### config.mk
export PLATFORM = sky130hd
export DESIGN_NAME = hbridge_gate_sequencer
export DESIGN_NICKNAME = d
export VERILOG_FILES = /design/src/rtl/hbridge_pkg.sv /design/src/rtl/shoot_through_check.sv /design/src/rtl/hbridge_gate_sequencer.sv
export SDC_FILE = /design/constraint.sdc
export NUM_CORES = 1
export LEC_CHECK = 0
export ABC_AREA = 1
export BUFFER_PORTS_ARGS = -buffer_cell sky130_fd_sc_hd__buf_2
export CAP_MARGIN = 25
export CELL_PAD_IN_SITES_DETAIL_PLACEMENT = 1
export CELL_PAD_IN_SITES_GLOBAL_PLACEMENT = 1
export CORE_MARGIN = 4
export CORE_UTILIZATION = 42
export CTS_CLUSTER_DIAMETER = 40
export DETAILED_ROUTE_END_ITERATION = 10
export GPL_TIMING_DRIVEN = 0
export PLACE_DENSITY = 0.82
export SYNTH_ARGS = -nofsm -noshare
export SYNTH_HDL_FRONTEND = slang
export SYNTH_HIERARCHICAL = 1
export SYNTH_SLANG_ARGS = --single-unit
### constraint.sdc
create_clock -name i_clock -period 1.95 [get_ports i_clock]
set_clock_uncertainty 0.15 [all_clocks]
set_input_delay 0.2925 -clock i_clock [delete_from_list [all_inputs] [get_ports i_clock]]
set_output_delay 0.2925 -clock i_clock [all_outputs]
set_load 0.005 [all_outputs]
### src/rtl/hbridge_pkg.sv
// Shared definitions for the H-bridge gate sequencer: state encodings, fixed gate
// patterns and MOSFET bit positions within the 4-bit gate vector.
package hbridge_pkg;

    typedef enum logic [2:0] {
        StIdle  = 3'b000,
        StBoot  = 3'b001,
        StForce = 3'b010,
        StRun   = 3'b011,
        StFault = 3'b100
    } hb_state_e;

    localparam logic [3:0] GATE_OFF    = 4'b0000;
    localparam logic [3:0] GATE_BOOT   = 4'b1100;
    localparam logic [3:0] GATE_SIGMA1 = 4'b1001;

    // Leg 1 = M1 (high) / M3 (low); leg 2 = M2 (high) / M4 (low).
    localparam int unsigned M1 = 0;
    localparam int unsigned M2 = 1;
    localparam int unsigned M3 = 2;
    localparam int unsigned M4 = 3;

endpackage

### src/rtl/shoot_through_check.sv
// Combinational shoot-through detector: flags a gate vector that turns on both
// switches of either leg and reports which leg(s) are affected.
module shoot_through_check
    import hbridge_pkg::*;
(
    input  logic [3:0] gate_i,
    output logic       illegal_o,
    output logic [1:0] leg_code_o
);

    logic leg1_short;
    logic leg2_short;

    assign leg1_short = gate_i[M1] & gate_i[M3];
    assign leg2_short = gate_i[M2] & gate_i[M4];

    assign leg_code_o = {leg2_short, leg1_short};
    assign illegal_o  = leg1_short | leg2_short;

endmodule

### src/rtl/hbridge_gate_sequencer.sv
// Start-up sequencer and registered shoot-through guard between the dead-time
// inserter and the H-bridge gate pins: IDLE -> BOOT -> FORCE -> RUN, latching FAULT.
module hbridge_gate_sequencer
    import hbridge_pkg::*;
#(
    parameter int unsigned BOOT_CYCLES  = 1000,
    parameter int unsigned FORCE_CYCLES = 1000,
    parameter int unsigned CNT_W        = 16
) (
    input  logic       i_clock,
    input  logic       i_RESET,
    input  logic       i_enable,
    input  logic [3:0] i_gate,
    input  logic       i_fault_clear,
    output logic [3:0] o_Q,
    output logic [2:0] o_state,
    output logic       o_fault,
    output logic [1:0] o_fault_code
);

    localparam logic [CNT_W-1:0] BootLast  = CNT_W'(BOOT_CYCLES - 1);
    localparam logic [CNT_W-1:0] ForceLast = CNT_W'(FORCE_CYCLES - 1);

    hb_state_e        state_q, state_d;
    logic [CNT_W-1:0] cnt_q, cnt_d, cnt_inc;
    logic [3:0]       q_q, q_d;
    logic             fault_q, fault_d;
    logic [1:0]       code_q, code_d;

    logic             gate_illegal;
    logic [1:0]       gate_leg_code;

    shoot_through_check u_shoot_through_check (
        .gate_i     (i_gate),
        .illegal_o  (gate_illegal),
        .leg_code_o (gate_leg_code)
    );

    // Saturate rather than wrap so a stuck phase can never alias a terminal count.
    assign cnt_inc = (cnt_q == {CNT_W{1'b1}}) ? cnt_q : cnt_q + 1'b1;

    always_comb begin
        state_d = state_q;
        cnt_d   = cnt_q;
        code_d  = code_q;

        unique case (state_q)
            StIdle: begin
                if (i_enable) begin
                    state_d = StBoot;
                    cnt_d   = '0;
                end
            end
            StBoot: begin
                if (!i_enable) begin
                    state_d = StIdle;
                    cnt_d   = '0;
                end else if (cnt_q == BootLast) begin
                    state_d = StForce;
                    cnt_d   = '0;
                end else begin
                    cnt_d = cnt_inc;
                end
            end
            StForce: begin
                if (!i_enable) begin
                    state_d = StIdle;
                    cnt_d   = '0;
                end else if (cnt_q == ForceLast) begin
                    state_d = StRun;
                    cnt_d   = '0;
                end else begin
                    cnt_d = cnt_inc;
                end
            end
            StRun: begin
                // A shoot-through request outranks a simultaneous disable.
                if (gate_illegal) begin
                    state_d = StFault;
                    code_d  = gate_leg_code;
                end else if (!i_enable) begin
                    state_d = StIdle;
                end
                cnt_d = '0;
            end
            StFault: begin
                if (i_fault_clear && !i_enable) begin
                    state_d = StIdle;
                    code_d  = 2'b00;
                end
                cnt_d = '0;
            end
            default: begin
                state_d = StIdle;
                cnt_d   = '0;
                code_d  = 2'b00;
            end
        endcase

        fault_d = (state_d == StFault);

        // Drive pattern follows the state being entered so o_Q stays fully registered.
        unique case (state_d)
            StBoot:  q_d = GATE_BOOT;
            StForce: q_d = GATE_SIGMA1;
            StRun:   q_d = gate_illegal ? GATE_OFF : i_gate;
            default: q_d = GATE_OFF;
        endcase
    end

    always_ff @(posedge i_clock or negedge i_RESET) begin
        if (!i_RESET) begin
            state_q <= StIdle;
            cnt_q   <= '0;
            q_q     <= GATE_OFF;
            fault_q <= 1'b0;
            code_q  <= 2'b00;
        end else begin
            state_q <= state_d;
            cnt_q   <= cnt_d;
            q_q     <= q_d;
            fault_q <= fault_d;
            code_q  <= code_d;
        end
    end

    assign o_Q          = q_q;
    assign o_state      = state_q;
    assign o_fault      = fault_q;
    assign o_fault_code = code_q;

endmodule

==> results of run 1 <==
placed cells by master (no fill, tap or decap), types with 3 or more instances in the layout:
master     n
nor3_2     3
dfrtp_1   23
buf_4     14
o21ai_0    6
a21oi_1    7
nor2_1    26
nand2_2    5
dfrtp_2    3
inv_1     24
nand4_1   10
o21ai_1    5
inv_2      5
nor3_1     4
nand3_1   22
xor2_1     5
buf_2     16
nor2_2     6
nand2_1   68
clkbuf_8   3
o21ai_2    4
registers in the layout, indices dropped and copies added, names as in the netlist:
| name | cells |
|---|---|
| o_Q | 4 |
| o_fault_code | 2 |
| cnt_q | 16 |
| o_state | 3 |
| o_fault | 1 |
layer usage:
metal,vias to the layer above,wire (um),global-route usage
met5,-,0,0
met4,0,93,0.0501
met3,9,166,0.0238
met2,36,2670,0.339
met1,871,2560,0.288
li1,845,-,-
stage by stage:
step | hold slack [ns] | worst slack [ns] | instances
after detailed placement | 0.190 | 0.0326 | 307
after floorplan | -0.153 | 0.324 | 243
final | 0.0929 | 0.111 | 322
after global routing | 0.102 | -0.0224 | 322
after CTS | 0.0982 | 0.00523 | 312
after global placement | 0.190 | 0.0644 | 307
repair_timing:
action                                  CTS  global route
endpoints found under the hold margin    26             0
hold buffers                              1             0
gates resized for setup                   0            11
endpoints found under the setup margin    0            19
setup buffers                             0            10
cell usage after synthesis:
cell type	count	area [um2]
nand2_1	69	259
nor2_1	29	109
dfrtp_1	26	651
inv_1	24	90.1
nand3_1	22	110
nand4_1	10	62.6
a21oi_1	8	40.0
o21ai_0	6	30.0
inv_2	5	18.8
nor3_1	5	25.0
o21ai_1	5	25.0
xor2_1	5	43.8
buf_4	4	30.0
nand2_2	4	25.0
o21ai_2	4	35.0
nor2_2	3	18.8
nor2_4	2	22.5
nor3_2	2	20.0
o21bai_1	2	15.0
or2_2	2	12.5
a21boi_2	1	11.3
buf_8	1	15.0
ha_1	1	12.5
nand2_4	1	11.3
nand3b_1	1	7.51
o31ai_1	1	7.51
power groups by stage:
stage | logic (mW) | clock network (mW) | registers (mW)
CTS | 0.0927 | 0.470 | 0.549
global route | 0.115 | 0.492 | 0.551
global placement | 0.0890 | 0 | 0.559
floorplan | 0.0508 | 0 | 0.560
finish | 0.101 | 0.473 | 0.550
detailed placement | 0.0907 | 0 | 0.560
final cells by class:
| type | count | area share |
|---|---|---|
| inverter | 29 | 0.0534 |
| tap | 48 | 0.0294 |
| multi-input combinational | 183 | 0.458 |
| clock inverter | 1 | 0.0147 |
| timing repair buffer | 27 | 0.0810 |
| clock buffer | 3 | 0.0202 |
| buffer | 5 | 0.0221 |
| sequential | 26 | 0.321 |
logic make-up after synthesis:
group | count (synthesis) | share of synthesized area
XOR/XNOR | 5 | 0.0256
buffers and inverters | 34 | 0.0901
AND/OR/NAND/NOR | 150 | 0.400
flip-flops | 26 | 0.381
AO/OA/AOI/OAI | 27 | 0.0960
adder cells (fa/ha/maj) | 1 | 0.00732
worst paths after layout:
check / startpoint / end / slack [ns] / cells after the start
setup / recovery: cnt_q[10] / o_Q[3] / 0.11 / 10
setup reg to reg: cnt_q[10] / o_Q[3] / 0.11 / 10
hold reg to reg: o_fault_code[0] / o_fault_code[0] / 0.35 / 2
hold / removal: i_gate[1] / o_Q[1] / 0.09 / 3
min in group asynchronous: i_RESET / cnt_q[7] / 0.39 / 2
max in group asynchronous: i_RESET / cnt_q[10] / 0.81 / 2
critical path, delay by kind of cell (launching register included):
| kind | cells | cell delay [ns] |
|---|---|---|
| compound gates | 1 | 0.14 |
| simple gates | 9 | 0.99 |
| flops | 1 | 0.47 |
==> impl_metrics.py, run 1 <==
metrics = {
    "grt": {
        "first_global_vias": 1749,
        "grt_max_degree": 27,
        "antenna_found_initial": 0,
        "grt.total_usage": 0.206,
        "grt_pass1_wl_mm": 8.46,
        "gr-total-overflow": 0,
    },
    "power": {
        "intPower_mw": 0.856,
        "ir_drop_mv": 0.244,
        "power_density_mw_per_mm2": 551,
        "seq_power_share": 0.489,
        "leakage_nw": 0.990,
        "swShare": 0.239,
        "totalPowerFinal_mw": 1.12,
        "switchingPower_mw": 0.268,
        "power.share.clock": 0.421,
        "combPwrFrac": 0.090,
    },
    "cts": {
        "path_clk_slew_ns": 0.10,
        "clock-root-buffer": "clkbuf_8",
        "cts_buffers": 3,
        "htreeDepth": 1,
        "cts.sinks": 26,
        "cts_buffer_depth": 2,
        "clk-insertion-delay-late_ns": 0.28,
        "cts_tree": "yes",
    },
    "finish": {
        "layout-drive-gt1-share": 0.252,
        "design_area_mm2": 0.00204,
        "n_fill_cell": 494,
        "n_antenna_cell": 0,
        "multi_input_area_um2": 935,
        "nets": 284,
        "area_delta_synth_final_pct": 19.4,
        "utilization": 0.537,
        "regArea_um2": 654,
    },
    "timing": {
        "finalSetupTns_ns": 0,
        "fin_crit_sh": 0.943,
        "timing.slew.headroom": 0.584,
        "clock.fmax_mhz": 544,
        "setup_violations": 0,
        "slew_violations": 0,
        "hold_viol": 0,
        "worst_slew_pin_slew_ns": 0.624,
        "fin_crit_ns": 1.84,
    },
    "placed_design": {
        "dp_hpwl_mm": 3.77,
        "port_buffers": 16,
        "placed_area_mm2": 0.00185,
        "gp_congestion": 0.989,
    },
    "job": {
        "drv_cap": 0,
    },
    "yosys": {
        "ys_ff_latch": 26,
        "synth_area_per_cell_um2": 7.03,
        "yosysUniqueCellTypes": 26,
        "synthesis.area_mm2": 0.00171,
        "syn-instance-count": 243,
        "yosysWarningCount": 6,
        "ys_seq_area_frac": 0.381,
        "syn_nets": 252,
    },
    "floorplan": {
        "die-area_mm2": 0.00515,
        "pin_count": 18,
        "die_x_um": 71.8,
        "die_y_um": 71.8,
        "start_util": 0.450,
        "core_area_mm2": 0.00380,
        "num_rows": 22,
    },
    "critical_path": {
        "crit_type": "reg -> reg",
        "cpPeakStageDelay_ns": 0.47,
        "critPathMaxFanout": 6,
        "crit_path_start_kind": "flip-flop",
        "cp.arrival_ns": 1.87,
        "required_ns": 1.98,
        "crit_slowest_cell": "dfrtp_2",
        "crit_chain": "nor2_1, nand2_1, nor2_2, nand2_2, nand2_1, nand2_1, nand2_1, nand2_2, o21bai_1, nand2_1",
        "crit_path_frequent_cell": "nand2_1",
        "crit_path_end_kind": "flip-flop",
    },
    "route": {
        "drtPass1Iterations": 4,
        "vias_per_cell": 5.47,
        "wl_per_cell_um": 17.1,
        "num_vias": 1761,
        "antenna_left": 0,
        "totalWireLength_mm": 5.49,
        "post-route-drc-count": 0,
        "drtIter0Drc": 81,
    },
    "worst_hold_path": {
        "hold_class": "in -> reg",
    },
    "run_status": {
        "status": "finished clean",
    },
}
No activity file was read; power rests on OpenSTA's default activity.
==> run 2, diff against run 1 <==
- RECOVER_POWER: unset -> 100
==> impl_metrics.py, run 2 (synthesized netlist as in run 1, its figures left out) <==
metrics = {
    "worst_hold_path": {
        "worstHoldStart": "i_gate[1]",
        "hold_class": "in -> reg",
        "min_to": "o_Q[1]",
        "min_path_cells": 3,
    },
    "finish": {
        "n_antenna_cell": 0,
        "area_delta_synth_final_pct": 18.9,
        "nets": 284,
        "final_cell_mix": "nand2_1 (68), nor2_1 (26), inv_1 (24)",
        "largest_reg_flops": 16,
        "layout_commonest_cell": "nand2_1",
        "layout-drive-gt1-share": 0.226,
        "regMostFlops": "cnt_q",
    },
    "placed_design": {
        "dp_hpwl_mm": 3.77,
        "port_buffers": 16,
        "gp_congestion": 0.989,
        "dp_slack_ns": 0.0326,
    },
    "route": {
        "drtIter0Drc": 86,
        "wl_per_cell_um": 17.0,
        "antenna_left": 0,
        "num_vias": 1763,
        "vias_per_cell": 5.48,
        "drtPass1Iterations": 4,
        "post-route-drc-count": 0,
        "totalWireLength_mm": 5.49,
    },
    "timing": {
        "fin_crit_sh": 0.945,
        "hold_viol": 0,
        "setup_violations": 0,
        "clock.fmax_mhz": 542,
        "timing.slew.headroom": 0.538,
        "fin_ws_ns": 0.106,
        "fin_crit_ns": 1.84,
        "worst_slew_pin_slew_ns": 0.693,
        "slew_violations": 0,
    },
    "floorplan": {
        "start_util": 0.450,
        "num_rows": 22,
        "core_area_mm2": 0.00380,
        "die_x_um": 71.8,
        "die_y_um": 71.8,
        "pin_count": 18,
        "die-area_mm2": 0.00515,
    },
    "critical_path": {
        "r2r_slack_ns": 0.11,
        "rr_endpoint": "o_Q[3]",
        "crit_path_start_kind": "flip-flop",
        "crit_type": "reg -> reg",
        "crit_path_end_kind": "flip-flop",
        "required_ns": 1.98,
        "cp.arrival_ns": 1.87,
        "critPathMaxFanout": 6,
        "startpoint": "cnt_q[10]",
        "regToRegStartpoint": "cnt_q[10]",
        "r2r_cells": 10,
    },
    "run_status": {
        "status": "finished clean",
    },
    "power": {
        "power.share.clock": 0.420,
        "seq_power_share": 0.490,
        "totalPowerFinal_mw": 1.12,
        "leakage_nw": 0.962,
        "switchingPower_mw": 0.267,
        "power_density_mw_per_mm2": 553,
        "ir_drop_mv": 0.243,
        "intPower_mw": 0.856,
        "swShare": 0.238,
        "combPwrFrac": 0.090,
    },
    "cts": {
        "cts.sinks": 26,
        "path_clk_slew_ns": 0.10,
        "cts_buffers": 3,
        "cts_buffer_depth": 2,
        "clk-insertion-delay-late_ns": 0.28,
        "htreeDepth": 1,
        "cts_tree": "yes",
        "clock-root-buffer": "clkbuf_8",
    },
    "job": {
        "drv_cap": 0,
    },
    "grt": {
        "first_global_vias": 1749,
        "grt.total_usage": 0.206,
        "grt_max_degree": 27,
        "grt_pass1_wl_mm": 8.46,
        "antenna_found_initial": 0,
        "gr-total-overflow": 0,
    },
}
run 2: worst max-delay path by stage:
stage          slack, ns  cells past startpoint         to
4_1_cts            0.005                     10  cnt_q[12]
6_report            0.11                     10     o_Q[3]
2_1_floorplan       0.32                     10  cnt_q[12]
5_1_grt            -0.02                     10  cnt_q[12]
3_5_place_dp        0.03                      8     o_Q[3]
3_3_place_gp        0.06                      8     o_Q[3]
run 2: timing repair:
item                                   CTS  global route
hold buffers                             1             0
endpoints found under the hold margin   26             0
setup buffers                            0            10
setup endpoints to repair                0            19
resized for setup                        0            11
run 2: power by group through the flow:
stage	clock (mW)	sequential, mW	combinational [mW]
2_1_floorplan	0	0.560	0.0508
3_3_place_gp	0	0.559	0.0890
3_5_place_dp	0	0.560	0.0907
4_1_cts	0.470	0.549	0.0927
5_1_grt	0.492	0.551	0.115
6_report	0.471	0.550	0.101
run 2: routing by layer:
| metal | vias up | routed length [um] | track usage |
|---|---|---|---|
| met5 | - | 0 | 0 |
| met1 | 867 | 2510 | 0.288 |
| met2 | 42 | 2680 | 0.339 |
| li1 | 845 | - | - |
| met4 | 0 | 97 | 0.0501 |
| met3 | 9 | 205 | 0.0238 |
run 2: cell type report:
cell class | count | area [um2]
buffer | 5 | 45.0
clock buffer | 3 | 41.3
clock inverter | 1 | 30.0
fill | 496 | 1770
inverter | 29 | 109
multi-input combinational | 183 | 935
sequential | 26 | 654
tap | 48 | 60.1
timing repair buffer | 27 | 156
run 2: worst max-delay path, cell delays in order, from the launching register on:
cell and delay (ns):
dfrtp_2 0.47, nor2_1 0.18, nand2_1 0.12, nor2_2 0.16, nand2_2 0.16, nand2_1 0.09, nand2_1 0.05, nand2_1 0.07
nand2_2 0.09, o21bai_1 0.14, nand2_1 0.07
run 2: stage by stage:
step | instances | hold WS, ns | instance area [um2] | utilization | TNS [ns]
after floorplan | 243 | -0.153 | 1710 | - | 0
after global placement | 307 | 0.190 | 1850 | 0.486 | 0
after detailed placement | 307 | 0.190 | 1850 | 0.486 | 0
after CTS | 312 | 0.0982 | 1930 | 0.508 | 0
after global routing | 322 | 0.102 | 2030 | 0.535 | -0.0402
final | 322 | 0.0959 | 2030 | 0.535 | 0
==> run 3, diff against run 2 <==
- CORE_UTILIZATION: 42 -> 40
- PLACE_DENSITY: 0.82 -> 0.78
- SYNTH_HIERARCHICAL: 1 -> unset
==> impl_metrics.py, run 3 <==
metrics = {
    "yosys": {
        "async_flop_share": 1.00,
        "yosysTopAreaCell": "dfrtp_1",
        "ys_ff_latch": 26,
        "synth_common_cells": "nand2_1 (61), inv_1 (31), nor2_1 (29)",
        "syn-instance-count": 235,
        "synthesis.area_mm2": 0.00168,
        "synthTopCellsByArea": "dfrtp_1 (39%), nand2_1 (14%), inv_1 (6.9%), nor2_1 (6.5%), nand3_1 (5.7%)",
        "yosysWarningCount": 0,
        "syn_nets": 244,
        "synth-edff-count": 0,
        "synth_top_area_share": 0.387,
        "synth_area_per_cell_um2": 7.15,
        "yosysUniqueCellTypes": 28,
        "synth_most_common_cell": "nand2_1",
        "ys_seq_area_frac": 0.387,
        "synth-main-ff-cell": "dfrtp_1",
    },
    "timing": {
        "hold_viol": 0,
        "timing.slew.headroom": 0.540,
        "fin_crit_ns": 1.87,
        "finalSetupTns_ns": 0,
        "clock.fmax_mhz": 533,
        "fin_crit_sh": 0.961,
        "worst_slew_pin_slew_ns": 0.691,
        "setup_violations": 0,
        "slew_violations": 0,
    },
    "grt": {
        "antenna_found_initial": 0,
        "first_global_vias": 1697,
        "grt_pass1_wl_mm": 8.01,
        "grt_max_degree": 27,
        "gr-total-overflow": 0,
        "grt.total_usage": 0.194,
    },
    "critical_path": {
        "crit_path_end_kind": "flip-flop",
        "crit_path_frequent_cell": "nand2_4",
        "cpPeakStageDelay_ns": 0.44,
        "crit_type": "reg -> reg",
        "cp.arrival_ns": 1.94,
        "required_ns": 2.02,
        "crit_chain": "ha_4, nand2_4, nor2_4, nand2_4, nor2_8, nand4_4, nand2_4, clkbuf_16, nor2_2, nor2_2",
        "crit_slowest_cell": "dfrtp_1",
        "r2r_cells": 10,
        "crit_path_start_kind": "flip-flop",
        "startpoint": "cnt_q[1]",
        "regToRegStartpoint": "cnt_q[1]",
        "critPathMaxFanout": 6,
        "rr_endpoint": "cnt_q[9]",
        "r2r_slack_ns": 0.08,
    },
    "cts": {
        "htreeDepth": 1,
        "cts.sinks": 26,
        "clock-root-buffer": "clkbuf_8",
        "path_clk_slew_ns": 0.10,
        "clk-insertion-delay-late_ns": 0.28,
        "cts_tree": "yes",
        "cts_buffers": 3,
        "cts_buffer_depth": 2,
    },
    "route": {
        "totalWireLength_mm": 5.04,
        "drtIter0Drc": 110,
        "vias_per_cell": 5.18,
        "drtPass1Iterations": 4,
        "antenna_left": 0,
        "wl_per_cell_um": 16.0,
        "post-route-drc-count": 0,
        "num_vias": 1637,
    },
    "finish": {
        "final_cell_mix": "nand2_1 (61), inv_1 (30), nor2_1 (27)",
        "layout-drive-gt1-share": 0.218,
        "largest_reg_flops": 16,
        "utilization": 0.505,
        "nets": 276,
        "area_delta_synth_final_pct": 21.2,
        "regMostFlops": "cnt_q",
        "n_antenna_cell": 0,
        "layout_commonest_cell": "nand2_1",
    },
    "power": {
        "totalPowerFinal_mw": 1.22,
        "ir_drop_mv": 0.361,
        "power_density_mw_per_mm2": 598,
        "leakage_nw": 1.05,
    },
    "run_status": {
        "status": "finished clean",
    },
    "placed_design": {
        "dp_hpwl_mm": 3.63,
        "port_buffers": 16,
        "gp_congestion": 0.808,
    },
    "worst_hold_path": {
        "min_to": "o_Q[1]",
        "min_path_cells": 3,
        "hold_class": "in -> reg",
        "worstHoldStart": "i_gate[1]",
    },
    "floorplan": {
        "start_util": 0.417,
        "die_x_um": 72.8,
        "die_y_um": 72.8,
        "core_area_mm2": 0.00403,
        "pin_count": 18,
        "die-area_mm2": 0.00530,
        "num_rows": 23,
    },
    "job": {
        "drv_cap": 0,
    },
}
run 3: worst max-delay path by stage:
stage,end,slack (ns),cells after the start
4_1_cts,cnt_q[2],0.004,10
6_report,cnt_q[9],0.08,10
5_1_grt,cnt_q[13],-0.05,10
3_3_place_gp,o_Q[3],0.04,12
2_1_floorplan,cnt_q[2],0.28,10
3_5_place_dp,o_Q[3],0.009,12
run 3: where the power goes:
group	leakage (nW)	switching, mW	internal [mW]
clock network	0.0357	0.189	0.275
registers	0.341	0.0229	0.557
logic	0.677	0.0978	0.0758
run 3: worst max-delay path: cells and delay by family (launching register included):
family | cells | cell delay (ns)
flops | 1 | 0.44
buf+inv | 1 | 0.16
simple gates | 8 | 0.85
fa+ha+maj | 1 | 0.20
run 3: cell families (layout without fill, tap and decap cells):
group / after synthesis / count (layout) / share of synthesized area
AO/OA/AOI/OAI: 26 / 26 / 0.0887
XOR/XNOR: 6 / 6 / 0.0313
adder cells (fa/ha/maj): 1 / 1 / 0.00745
buffers and inverters: 38 / 69 / 0.0909
flip-flops: 26 / 26 / 0.387
AND/OR/NAND/NOR: 138 / 138 / 0.394
run 3: repair_timing:
action | CTS | global route
endpoints found under the setup margin | 1 | 18
cloned | 0 | 1
endpoints found under the hold margin | 26 | 0
hold buffers | 1 | 0
setup buffers | 0 | 9
resized for setup | 1 | 13
pin swaps | 0 | 5
run 3: layout make-up:
| class | instances | area (um2) |
|---|---|---|
| fill | 543 | 1990 |
| clock buffer | 3 | 41.3 |
| multi-input combinational | 171 | 908 |
| clock inverter | 1 | 30.0 |
| timing repair buffer | 27 | 180 |
| sequential | 26 | 654 |
| inverter | 35 | 134 |
| buffer | 3 | 25.0 |
| tap | 50 | 62.6 |
run 3: metrics by stage:
step | area, um2 | hold WS, ns | setup slack (ns) | instances
2_1_floorplan | 1680 | -0.153 | 0.276 | 235
3_3_place_gp | 1820 | 0.200 | 0.0372 | 301
3_5_place_dp | 1820 | 0.201 | 0.00852 | 301
4_1_cts | 1910 | 0.127 | 0.00386 | 306
5_1_grt | 2040 | 0.130 | -0.0498 | 316
6_report | 2040 | 0.137 | 0.0756 | 316
run 3: metal layers:
metal | up-vias | routed length, um | global-route usage
met5 | - | 0 | 0
met2 | 33 | 2410 | 0.315
met4 | 0 | 25 | 0.0307
met1 | 788 | 2350 | 0.281
met3 | 4 | 256 | 0.0262
li1 | 812 | - | -
